**config.mk**
```make
export PLATFORM = sky130hd
export DESIGN_NAME = ctl_round_flat
export DESIGN_NICKNAME = d
export VERILOG_FILES = /design/src/rtl/ctl_round_if.sv /design/src/rtl/ctl_round.sv /design/src/flat_wrapper.sv
export SDC_FILE = /design/constraint.sdc
export NUM_CORES = 1
export LEC_CHECK = 0
export ABC_CLOCK_PERIOD_IN_PS = 2670
export BUFFER_PORTS_ARGS = -buffer_cell sky130_fd_sc_hd__buf_2
export CELL_PAD_IN_SITES_DETAIL_PLACEMENT = 2
export CELL_PAD_IN_SITES_GLOBAL_PLACEMENT = 2
export CORE_MARGIN = 2
export CORE_UTILIZATION = 37
export DETAILED_ROUTE_END_ITERATION = 7
export GPL_TIMING_DRIVEN = 0
export PLACE_DENSITY = 0.92
export SLEW_MARGIN = 5
export SYNTH_ARGS = -nofsm -noshare
export SYNTH_HDL_FRONTEND = slang
export SYNTH_SLANG_ARGS = --single-unit
export TNS_END_PERCENT = 100
```
**constraint.sdc**
```tcl
create_clock -name clk -period 2.67 [get_ports clk]
set_input_delay 0.534 -clock clk [delete_from_list [all_inputs] [get_ports clk]]
set_output_delay 0.534 -clock clk [all_outputs]
set_load 0.005 [all_outputs]
```
**src/rtl/ctl_round_if.sv**
```systemverilog
// ---------------------------------------------------------------------------
// ctl_round_if
// Groups the game-flow signals between the round sequencer (ctl_round) and
// the rest of the Duck Hunt datapath (trigger, duck, score and 7-seg mux).
//
// Signals (direction as seen by ctl_round, the slave modport):
//   i_start          in   level, start button
//   i_new_frame      in   1-cycle pulse per VGA frame
//   i_shot_fired     in   1-cycle pulse per trigger pull
//   i_hit            in   1-cycle pulse, shot hit the duck
//   i_duck_gone      in   level, duck left screen / fall finished
//   o_duck_spawn     out  1-cycle pulse, start a new duck
//   o_duck_escape    out  level, duck must fly away
//   o_score_reset    out  1-cycle pulse at game start
//   o_ammo           out  [3:0] remaining shots
//   o_hits_in_round  out  [3:0] hits in current round
//   o_duck_idx       out  [3:0] ducks spawned in current round
//   o_round_num      out  [7:0] current round
//   o_game_over      out  level, high in GAME_OVER
//   o_speed_lvl      out  [2:0] duck speed level
//
// The master modport belongs to whatever drives the sequencer's inputs
// (the surrounding datapath, or a testbench).
// ---------------------------------------------------------------------------
interface ctl_round_if;
  logic       i_start;
  logic       i_new_frame;
  logic       i_shot_fired;
  logic       i_hit;
  logic       i_duck_gone;
  logic       o_duck_spawn;
  logic       o_duck_escape;
  logic       o_score_reset;
  logic [3:0] o_ammo;
  logic [3:0] o_hits_in_round;
  logic [3:0] o_duck_idx;
  logic [7:0] o_round_num;
  logic       o_game_over;
  logic [2:0] o_speed_lvl;

  modport master (
    output i_start, i_new_frame, i_shot_fired, i_hit, i_duck_gone,
    input  o_duck_spawn, o_duck_escape, o_score_reset, o_ammo,
           o_hits_in_round, o_duck_idx, o_round_num, o_game_over, o_speed_lvl
  );

  modport slave (
    input  i_start, i_new_frame, i_shot_fired, i_hit, i_duck_gone,
    output o_duck_spawn, o_duck_escape, o_score_reset, o_ammo,
           o_hits_in_round, o_duck_idx, o_round_num, o_game_over, o_speed_lvl
  );
endinterface

```
**src/rtl/ctl_round.sv**
```systemverilog
// ---------------------------------------------------------------------------
// ctl_round
// Game-flow sequencer for Duck Hunt. Owns ammo, ducks per round, the fly-away
// timeout and round/game-over decisions; issues duck spawn, escape and score
// reset commands, and supplies live ammo/round values to the 7-seg mux.
//
// Ports:
//   clk   in  system clock (65 MHz)
//   rst   in  asynchronous, active-low reset
//   bus   ctl_round_if.slave, see rtl/ctl_round_if.sv for the signal list
//
// Optional feature: define DH_ROUND_SPEEDUP_EN to drive o_speed_lvl with
// min(round_num-1, 7); when undefined o_speed_lvl is tied to 0.
//
// All outputs are registered; o_duck_spawn and o_score_reset are single
// clock pulses.
// ---------------------------------------------------------------------------
module ctl_round #(
  parameter int unsigned AMMO_PER_DUCK   = 3,
  parameter int unsigned DUCKS_PER_ROUND = 10,
  parameter int unsigned HITS_TO_PASS    = 6,
  parameter int unsigned FLY_FRAMES      = 300,
  parameter int unsigned PAUSE_FRAMES    = 60
) (
  input  logic       clk,
  input  logic       rst,
  ctl_round_if.slave bus
);

  typedef enum logic [2:0] {
    S_IDLE,
    S_SPAWN,
    S_FLYING,
    S_ESCAPE,
    S_PAUSE,
    S_ROUND_END,
    S_GAME_OVER
  } state_t;

  // One frame counter serves both the fly timeout and the pause, so it is
  // sized for the longer of the two.
  localparam int unsigned CTR_MAX = (FLY_FRAMES > PAUSE_FRAMES) ? FLY_FRAMES : PAUSE_FRAMES;
  localparam int unsigned CTR_W   = $clog2(CTR_MAX + 1);
  localparam logic [CTR_W-1:0] FLY_LAST   = CTR_W'(FLY_FRAMES - 1);
  localparam logic [CTR_W-1:0] PAUSE_LAST = CTR_W'(PAUSE_FRAMES - 1);

  state_t           r_state;
  logic [CTR_W-1:0] r_frame_ctr;
  logic             r_start_d;
  logic             r_duck_spawn;
  logic             r_duck_escape;
  logic             r_score_reset;
  logic [3:0]       r_ammo;
  logic [3:0]       r_hits_in_round;
  logic [3:0]       r_duck_idx;
  logic [7:0]       r_round_num;
  logic             r_game_over;

  logic w_start_game;
  logic w_shot_ok;
  logic w_pass;

  // Start is a level; only a fresh press counts, so a held button never
  // restarts a finished game.
  assign w_start_game = ((r_state == S_IDLE) || (r_state == S_GAME_OVER)) &&
                        bus.i_start && !r_start_d;
  // Shots with an empty magazine are dropped, so ammo never wraps.
  assign w_shot_ok    = bus.i_shot_fired && (r_ammo != 4'd0);
  assign w_pass       = (r_hits_in_round >= 4'(HITS_TO_PASS));

  // NOTE: every register, pulses included, is cleared by the async reset so
  // a reset mid-game drops any pending pulse and lands cleanly in IDLE.
  always_ff @(posedge clk or negedge rst) begin
    if (!rst) begin
      r_state         <= S_IDLE;
      r_frame_ctr     <= '0;
      r_start_d       <= 1'b0;
      r_duck_spawn    <= 1'b0;
      r_duck_escape   <= 1'b0;
      r_score_reset   <= 1'b0;
      r_ammo          <= 4'd0;
      r_hits_in_round <= 4'd0;
      r_duck_idx      <= 4'd0;
      r_round_num     <= 8'd0;
      r_game_over     <= 1'b0;
    end else begin
      // NOTE: non-blocking assignments throughout; the defaults below are
      // overridden by later assignments in the same cycle, which is what
      // makes the spawn/reset outputs exactly one clock wide.
      r_start_d     <= bus.i_start;
      r_duck_spawn  <= 1'b0;
      r_score_reset <= 1'b0;

      case (r_state)
        S_IDLE, S_GAME_OVER: begin
          if (w_start_game) begin
            r_score_reset   <= 1'b1;
            r_round_num     <= 8'd1;
            r_hits_in_round <= 4'd0;
            r_duck_idx      <= 4'd0;
            r_game_over     <= 1'b0;
            r_state         <= S_SPAWN;
          end
        end

        S_SPAWN: begin
          r_duck_spawn <= 1'b1;
          r_ammo       <= 4'(AMMO_PER_DUCK);
          r_duck_idx   <= r_duck_idx + 4'd1;
          r_frame_ctr  <= '0;
          r_state      <= S_FLYING;
        end

        S_FLYING: begin
          if (w_shot_ok) r_ammo <= r_ammo - 4'd1;
          // A hit outranks running out of ammo or time in the same cycle;
          // the shot that scored it still consumes a round.
          if (bus.i_hit) begin
            r_hits_in_round <= r_hits_in_round + 4'd1;
            r_frame_ctr     <= '0;
            r_state         <= S_PAUSE;
          end else if (w_shot_ok && (r_ammo == 4'd1)) begin
            r_duck_escape <= 1'b1;
            r_state       <= S_ESCAPE;
          end else if (bus.i_new_frame) begin
            if (r_frame_ctr == FLY_LAST) begin
              r_duck_escape <= 1'b1;
              r_state       <= S_ESCAPE;
            end else begin
              r_frame_ctr <= r_frame_ctr + 1'b1;
            end
          end
        end

        S_ESCAPE: begin
          if (bus.i_duck_gone) begin
            r_duck_escape <= 1'b0;
            r_frame_ctr   <= '0;
            r_state       <= S_PAUSE;
          end
        end

        S_PAUSE: begin
          if (bus.i_new_frame) begin
            if (r_frame_ctr == PAUSE_LAST) begin
              r_frame_ctr <= '0;
              r_state     <= (r_duck_idx < 4'(DUCKS_PER_ROUND)) ? S_SPAWN : S_ROUND_END;
            end else begin
              r_frame_ctr <= r_frame_ctr + 1'b1;
            end
          end
        end

        S_ROUND_END: begin
          if (w_pass) begin
            r_round_num     <= (r_round_num == 8'hFF) ? r_round_num : r_round_num + 8'd1;
            r_hits_in_round <= 4'd0;
            r_duck_idx      <= 4'd0;
            r_state         <= S_SPAWN;
          end else begin
            // Ammo, hits and round are left untouched for the display.
            r_game_over <= 1'b1;
            r_state     <= S_GAME_OVER;
          end
        end

        default: r_state <= S_IDLE;
      endcase
    end
  end

  assign bus.o_duck_spawn    = r_duck_spawn;
  assign bus.o_duck_escape   = r_duck_escape;
  assign bus.o_score_reset   = r_score_reset;
  assign bus.o_ammo          = r_ammo;
  assign bus.o_hits_in_round = r_hits_in_round;
  assign bus.o_duck_idx      = r_duck_idx;
  assign bus.o_round_num     = r_round_num;
  assign bus.o_game_over     = r_game_over;

`ifdef DH_ROUND_SPEEDUP_EN
  logic [2:0] r_speed_lvl;

  // On advance the new round is r_round_num+1, so the level is the old
  // round number clamped to 7.
  always_ff @(posedge clk or negedge rst) begin
    if (!rst) begin
      r_speed_lvl <= 3'd0;
    end else if (w_start_game) begin
      r_speed_lvl <= 3'd0;
    end else if ((r_state == S_ROUND_END) && w_pass) begin
      r_speed_lvl <= (r_round_num >= 8'd7) ? 3'd7 : r_round_num[2:0];
    end
  end

  assign bus.o_speed_lvl = r_speed_lvl;
`else
  assign bus.o_speed_lvl = 3'd0;
`endif

endmodule
```
**src/flat_wrapper.sv**
```systemverilog
// flat-port wrapper written by rule: the top's interface ports become plain ports
module ctl_round_flat 
#(
  parameter int unsigned AMMO_PER_DUCK   = 3,
  parameter int unsigned DUCKS_PER_ROUND = 10,
  parameter int unsigned HITS_TO_PASS    = 6,
  parameter int unsigned FLY_FRAMES      = 300,
  parameter int unsigned PAUSE_FRAMES    = 60
)
  (clk, rst, bus_i_start, bus_i_new_frame, bus_i_shot_fired, bus_i_hit, bus_i_duck_gone, bus_o_duck_spawn, bus_o_duck_escape, bus_o_score_reset, bus_o_ammo, bus_o_hits_in_round, bus_o_duck_idx, bus_o_round_num, bus_o_game_over, bus_o_speed_lvl);
  ctl_round_if bus_i ();
  input  logic clk;
  input  logic rst;
  input wire logic [$bits(bus_i.i_start)-1:0] bus_i_start;
  input wire logic [$bits(bus_i.i_new_frame)-1:0] bus_i_new_frame;
  input wire logic [$bits(bus_i.i_shot_fired)-1:0] bus_i_shot_fired;
  input wire logic [$bits(bus_i.i_hit)-1:0] bus_i_hit;
  input wire logic [$bits(bus_i.i_duck_gone)-1:0] bus_i_duck_gone;
  output wire logic [$bits(bus_i.o_duck_spawn)-1:0] bus_o_duck_spawn;
  output wire logic [$bits(bus_i.o_duck_escape)-1:0] bus_o_duck_escape;
  output wire logic [$bits(bus_i.o_score_reset)-1:0] bus_o_score_reset;
  output wire logic [$bits(bus_i.o_ammo)-1:0] bus_o_ammo;
  output wire logic [$bits(bus_i.o_hits_in_round)-1:0] bus_o_hits_in_round;
  output wire logic [$bits(bus_i.o_duck_idx)-1:0] bus_o_duck_idx;
  output wire logic [$bits(bus_i.o_round_num)-1:0] bus_o_round_num;
  output wire logic [$bits(bus_i.o_game_over)-1:0] bus_o_game_over;
  output wire logic [$bits(bus_i.o_speed_lvl)-1:0] bus_o_speed_lvl;
  assign bus_i.i_start = bus_i_start;
  assign bus_i.i_new_frame = bus_i_new_frame;
  assign bus_i.i_shot_fired = bus_i_shot_fired;
  assign bus_i.i_hit = bus_i_hit;
  assign bus_i.i_duck_gone = bus_i_duck_gone;
  assign bus_o_duck_spawn = bus_i.o_duck_spawn;
  assign bus_o_duck_escape = bus_i.o_duck_escape;
  assign bus_o_score_reset = bus_i.o_score_reset;
  assign bus_o_ammo = bus_i.o_ammo;
  assign bus_o_hits_in_round = bus_i.o_hits_in_round;
  assign bus_o_duck_idx = bus_i.o_duck_idx;
  assign bus_o_round_num = bus_i.o_round_num;
  assign bus_o_game_over = bus_i.o_game_over;
  assign bus_o_speed_lvl = bus_i.o_speed_lvl;
  ctl_round #(.AMMO_PER_DUCK(AMMO_PER_DUCK), .DUCKS_PER_ROUND(DUCKS_PER_ROUND), .HITS_TO_PASS(HITS_TO_PASS), .FLY_FRAMES(FLY_FRAMES), .PAUSE_FRAMES(PAUSE_FRAMES)) u_core (.clk(clk), .rst(rst), .bus(bus_i));
endmodule
```
Word level (Yosys, flattened, before mapping)
Index checks and enable logic that the tools add are counted.
{ "totals": {"ff_bits": 37, "latchBits": 0, "mem_bits_rw": 0, "rom_bits": 0, "elab_cells": 110, "n_memories": 0} }
{ "classes": {"add_sub_neg": 5, "multipliers": 0, "div": 0, "magnitude_cmp": 2, "eq_ne": 27, "shifts": 0, "n_mux": 42, "n_bitwise": 0, "reduce_logical": 23} }
{ "op_table": {"columns": ["cell", "n"], "rows": [
  ["$mux 9", 7],
  ["$pmux 9 s4", 1],
  ["$mux 3", 10],
  ["$mux 8", 3],
  ["$pmux 4 s3", 2],
  ["$pmux 3 s6", 1],
  ["$mux 4", 4],
  ["$pmux 8 s2", 1],
  ["$ne 2x2->1 const B", 6],
  ["$reduce_and 6->1", 2],
  ["$mux 1", 10],
  ["$add 9x1->9 const B", 1],
  ["$eq 3x3->1 const B", 3],
  ["$eq 9x6->1 const B", 1],
  ["$eq 9x9->1 const B", 1],
  ["$ne 3x3->1 const B", 3],
  ["$add 4x1->4 const B", 2],
  ["$add 8x1->8 const B", 1],
  ["$eq 8x8->1 const B", 1],
  ["$ne 2x1->1 const B", 4],
  ["$pmux 4 s2", 1],
  ["$reduce_and 4->1", 2],
  ["$reduce_bool 4->1", 2],
  ["$eq 3x2->1 const B", 2],
  ["other kinds (20)", 28]
]} }

Longest topological paths before layout
{ "logic_depth": {"depth_word": 6, "ltp_mapped": 8} }

Least setup slack after synthesis
No wires, ideal clock.
{ "synth_path": {"path_kind": "reg2reg", "startpoint": "register u_core.r_hits_in_round[0], in the netlist u_core.bus.o_hits_in_round[0]", "endpoint": "register u_core.r_round_num[7], in the netlist u_core.bus.o_round_num[7]", "arrival_time_ns": 1.734, "required_ns": 2.593, "path_slack_ns": 0.859, "stages_incl_launch_ff": 9, "path_buffers": 1, "synth_period_minus_slack_ns": 1.811, "path_cell_list": "dfrtp_1 -> inv_1 -> ha_1 -> o21ai_0 -> a22oi_1 -> o211ai_1 -> clkbuf_1 -> o21ai_0 -> a21oi_1"} }
{ "synth_via": {"elab_chain_cells": 3} }
{ "synth_rtl": {"columns": ["element", "line_no", "rtl"], "rows": [
  ["start: declaration", "ctl_round.sv:54", "logic [3:0] r_hits_in_round;"],
  ["start signal: assignment", "ctl_round.sv:119", "r_hits_in_round <= r_hits_in_round + 4'd1;"],
  ["$ge 4x3->1", "ctl_round.sv:69", "assign w_pass = (r_hits_in_round >= 4'(HITS_TO_PASS));"],
  ["$ne 2x1->1 (no source line)", null, null],
  ["$reduce_and 4->1 (no source line)", null, null],
  ["end signal: assignment", "ctl_round.sv:156", "r_round_num <= (r_round_num == 8'hFF) ? r_round_num : r_round_num + 8'd1;"],
  ["end: declaration", "ctl_round.sv:56", "logic [7:0] r_round_num;"]
]} }
No other way between the ends.
A chain may end at the register's enable or synchronous reset.

Worst setup path after layout
{ "layout_path": {"startpoint": "register u_core.r_state[2]", "endpoint": "register u_core.r_frame_ctr[5]"} }
{ "layout_via": {"elab_chain_cells": 3, "elab_cells_between_ends": 12, "cone_classes": "9 x eq/ne; 1 x mux; 2 x reduce/logical"} }
{ "layout_rtl": {"columns": ["element", "line_no", "rtl"], "rows": [
  ["start: declaration", "ctl_round.sv:47", "state_t r_state;"],
  ["start signal: assignment", "ctl_round.sv:147", "r_state <= (r_duck_idx < 4'(DUCKS_PER_ROUND)) ? S_SPAWN : S_ROUND_END;"],
  ["$eq 3x2->1, or another cell as far along", "ctl_round.sv:94", "case (r_state)"],
  ["$ne 3x3->1 (no source line), or another cell as far along", null, null],
  ["$reduce_and 6->1 (no source line)", null, null],
  ["end signal: assignment", "ctl_round.sv:130", "r_frame_ctr <= r_frame_ctr + 1'b1;"],
  ["end signal: assignment", "ctl_round.sv:149", "r_frame_ctr <= r_frame_ctr + 1'b1;"],
  ["end: declaration", "ctl_round.sv:48", "logic [CTR_W-1:0] r_frame_ctr;"]
]} }
Several ways; a longest one is shown, not always the timed one.

==> impl_metrics.yaml <==
finish:
  multiInputGateArea_mm2: 0.00113
  seq_area_um2: 926
  post-route-util_pct: 44.7
  layout-drive-gt1-share_pct: 18.6
  syn_to_final_growth_pct: 15.3
  num_antenna_cells: 0
  fillers: 637
  fin_nets: 294
  design_area_mm2: 0.00249
logic_synthesis:
  synth_top_family_by_area: "simple AND/OR/NAND/NOR gates"
  netlist_top_cells_count: "37 x dfrtp_1, 24 x o21ai_0, 19 x nor2_1, 18 x nand2_1, 15 x inv_1"
  yosys_warnings: 0
  ys_top_cells_by_area: "dfrtp_1 43%, o21ai_0 5.6%, ha_1 4.6%"
  synthAdderAreaFrac_pct: 4.63
  syn_area_per_cell_um2: 9.01
  netlist_instances: 240
  synth-simple-area-share_pct: 24.3
  synth_xor_area_share_pct: 1.21
  synthMostInstantiatedCell: "dfrtp_1"
  yosysTopAreaCell: "dfrtp_1"
  async_flop_share_pct: 100
  synth_edf_count: 0
  synthMuxAreaShare_pct: 1.04
  synth-compound-area-share_pct: 20.4
  ys_seq_area_share_pct: 42.8
  ys_ff_latch: 37
  synth-main-ff-cell: "dfrtp_1"
  yosysTopAreaCellShare_pct: 42.8
  syn_area_mm2: 0.00216
  yosysUniqueCellTypes: 52
global_route:
  gr-total-overflow: 0
  grt_pass1_wl_um: 11400
  grt_max_degree: 38
  grt_pass1_vias: 2303
  antenna_found_initial: 0
  grt_use_total_pct: 23.0
sta:
  timing.fmax_mhz: 443
  fin_skew_ps: 6.88
  rsz0062_at_grt: "false"
  fin_setup_tns_ps: 0
  finalSetupViolCount: 0
  period_share_pct: 84.6
  relSlewSlack_pct: 27.8
  min_period_ps: 2260
  slew_violations: 0
  final_hold_viol_count: 0
  worst_pin_slew_ps: 1070
die:
  dieArea_mm2: 0.00647
  core-area_mm2: 0.00557
  die_x_um: 80.5
  rows: 27
  start_util_pct: 38.8
  ios: 34
  die_h_um: 80.5
clock_network:
  cts_buffers: 5
  cts_hold_buf: 0
  clock-sinks: 37
  clk_pin_slew_ps: 80
  cts_tree: "built"
  htree_levels: 2
  cts_setup_buffers: 0
  postCtsResizedCells: 0
  clockBufferDepth: 2
  clockRootBuffer: "clkbuf_8"
  clock_latency_ps: 300
critical_path:
  path_delay_family: "simple AND/OR/NAND/NOR gates"
  cp_num_buf_inv: 1
  slowest_stage: "nor3b_1"
  critPathArrivalTime_ps: 2450
  crit_fanout: 10
  worstPathRequired_ps: 2860
  worstSetupPathType: "flop to flop"
  endpoint_kind: "flop"
  critical-path-max-stage-delay_ps: 470
  start_kind: "flop"
  cp_cell_sequence: "nor3b_1 > nand2b_1 > a21oi_2 > buf_2 > nor2_1 > a32o_1"
detailed_routing:
  wl_um: 6710
  via_per_inst: 5.72
  post_drt_wl_per_cell_um: 19.1
  first_pass_iters: 4
  vias: 2015
  first_iter_violations: 64
  ant_nets: 0
  drc: 0
place:
  gp_congestion: 0.775
  io_buffer_count: 30
  dpl_cell_area_mm2: 0.00241
  dpl.hpwl_um: 4820
power_and_ir_drop:
  ir_worst_vdd_mv: 0.343
  powerDensity_mw_per_mm2: 822
  p_leak_uw: 0.00116
run:
  drv_cap: 0
min_path:
  hp-class: "input pin to asynchronous set/reset pin"
run_status:
  status: "completed"
## layer usage
metal / wire length, µm / track usage (%) / vias to the layer above
met5: 0 / 0 / -
met4: 62 / 5.59 / 0
met3: 190 / 3.93 / 6
met2: 3520 / 42.2 / 29
met1: 2940 / 27.7 / 1031
li1: - / - / 949
## cell families after synthesis
family                     Yosys count
and+or+nand+nor                     96
DFF                                 37
buffers and inverters               25
other                                1
AOI/OAI and AO/OA                   68
adders and majority gates            8
muxes                                2
xor gates and xnor gates             3
## worst paths after layout
check,from,end,slack (ps),depth (start not counted)
worst max-delay path,u_core.r_state[2],u_core.r_frame_ctr[5],410,6
worst min-delay path,rst,u_core.bus.o_round_num[2],350,1
worst max register to register,u_core.r_state[2],u_core.r_frame_ctr[5],410,6
worst min register to register,u_core.bus.o_duck_idx[3],u_core.bus.o_duck_idx[3],530,1
max in group asynchronous,rst,u_core.r_frame_ctr[5],1760,1
min in group clk,bus_i_start,u_core.r_start_d,420,1
## worst reg2reg max path, stage by stage (launching register included)
cell      delay, ps
dfrtp_1         460
nor3b_1         470
nand2b_1        250
a21oi_2         370
buf_2           300
nor2_1           90
a32o_1          220
## layout by cell type (no fill, tap or decap), types with 5 or more instances in the layout
master    instances
o21ai_0          24
or4_1             5
clkbuf_8          5
inv_1            15
nand2b_1          5
nand2_1          18
nand3_1          14
nor2_1           19
ha_1              8
buf_2            34
dfrtp_1          37
nand4_1           5
a21oi_1          11
o31ai_1           9
## cell type report
type	count	share of cell area, %
clock inverter	2	0.401
inverter	15	2.26
sequential	37	37.1
tap	72	3.61
multi-input combinational	180	45.2
timing repair buffer	30	6.02
buffer	10	2.46
clock buffer	6	2.91
## metrics by stage
| step | hold slack (ps) | power, µW | setup WS, ps | cells |
|---|---|---|---|---|
| after floorplan | 238 | 1320 | 859 | 242 |
| after global placement | 493 | 1580 | 555 | 344 |
| after detailed placement | 513 | 1660 | 444 | 344 |
| after CTS | 379 | 2070 | 423 | 352 |
| after global routing | 401 | 2220 | 123 | 352 |
| final | 350 | 2050 | 412 | 352 |
## registers in the layout (all words and copies together), names as in the netlist, 3 cells and up
name / count
u_core.r_state: 3
u_core.bus.o_round_num: 8
u_core.bus.o_hits_in_round: 4
u_core.r_frame_ctr: 9
u_core.bus.o_duck_idx: 4
u_core.bus.o_ammo: 4
## report_power, final
group | internal (µW) | switching (µW)
logic | 321 | 535
registers | 669 | 123
clock network | 181 | 221
total | 1170 | 879
No activity file was read; power rests on OpenSTA's default activity.
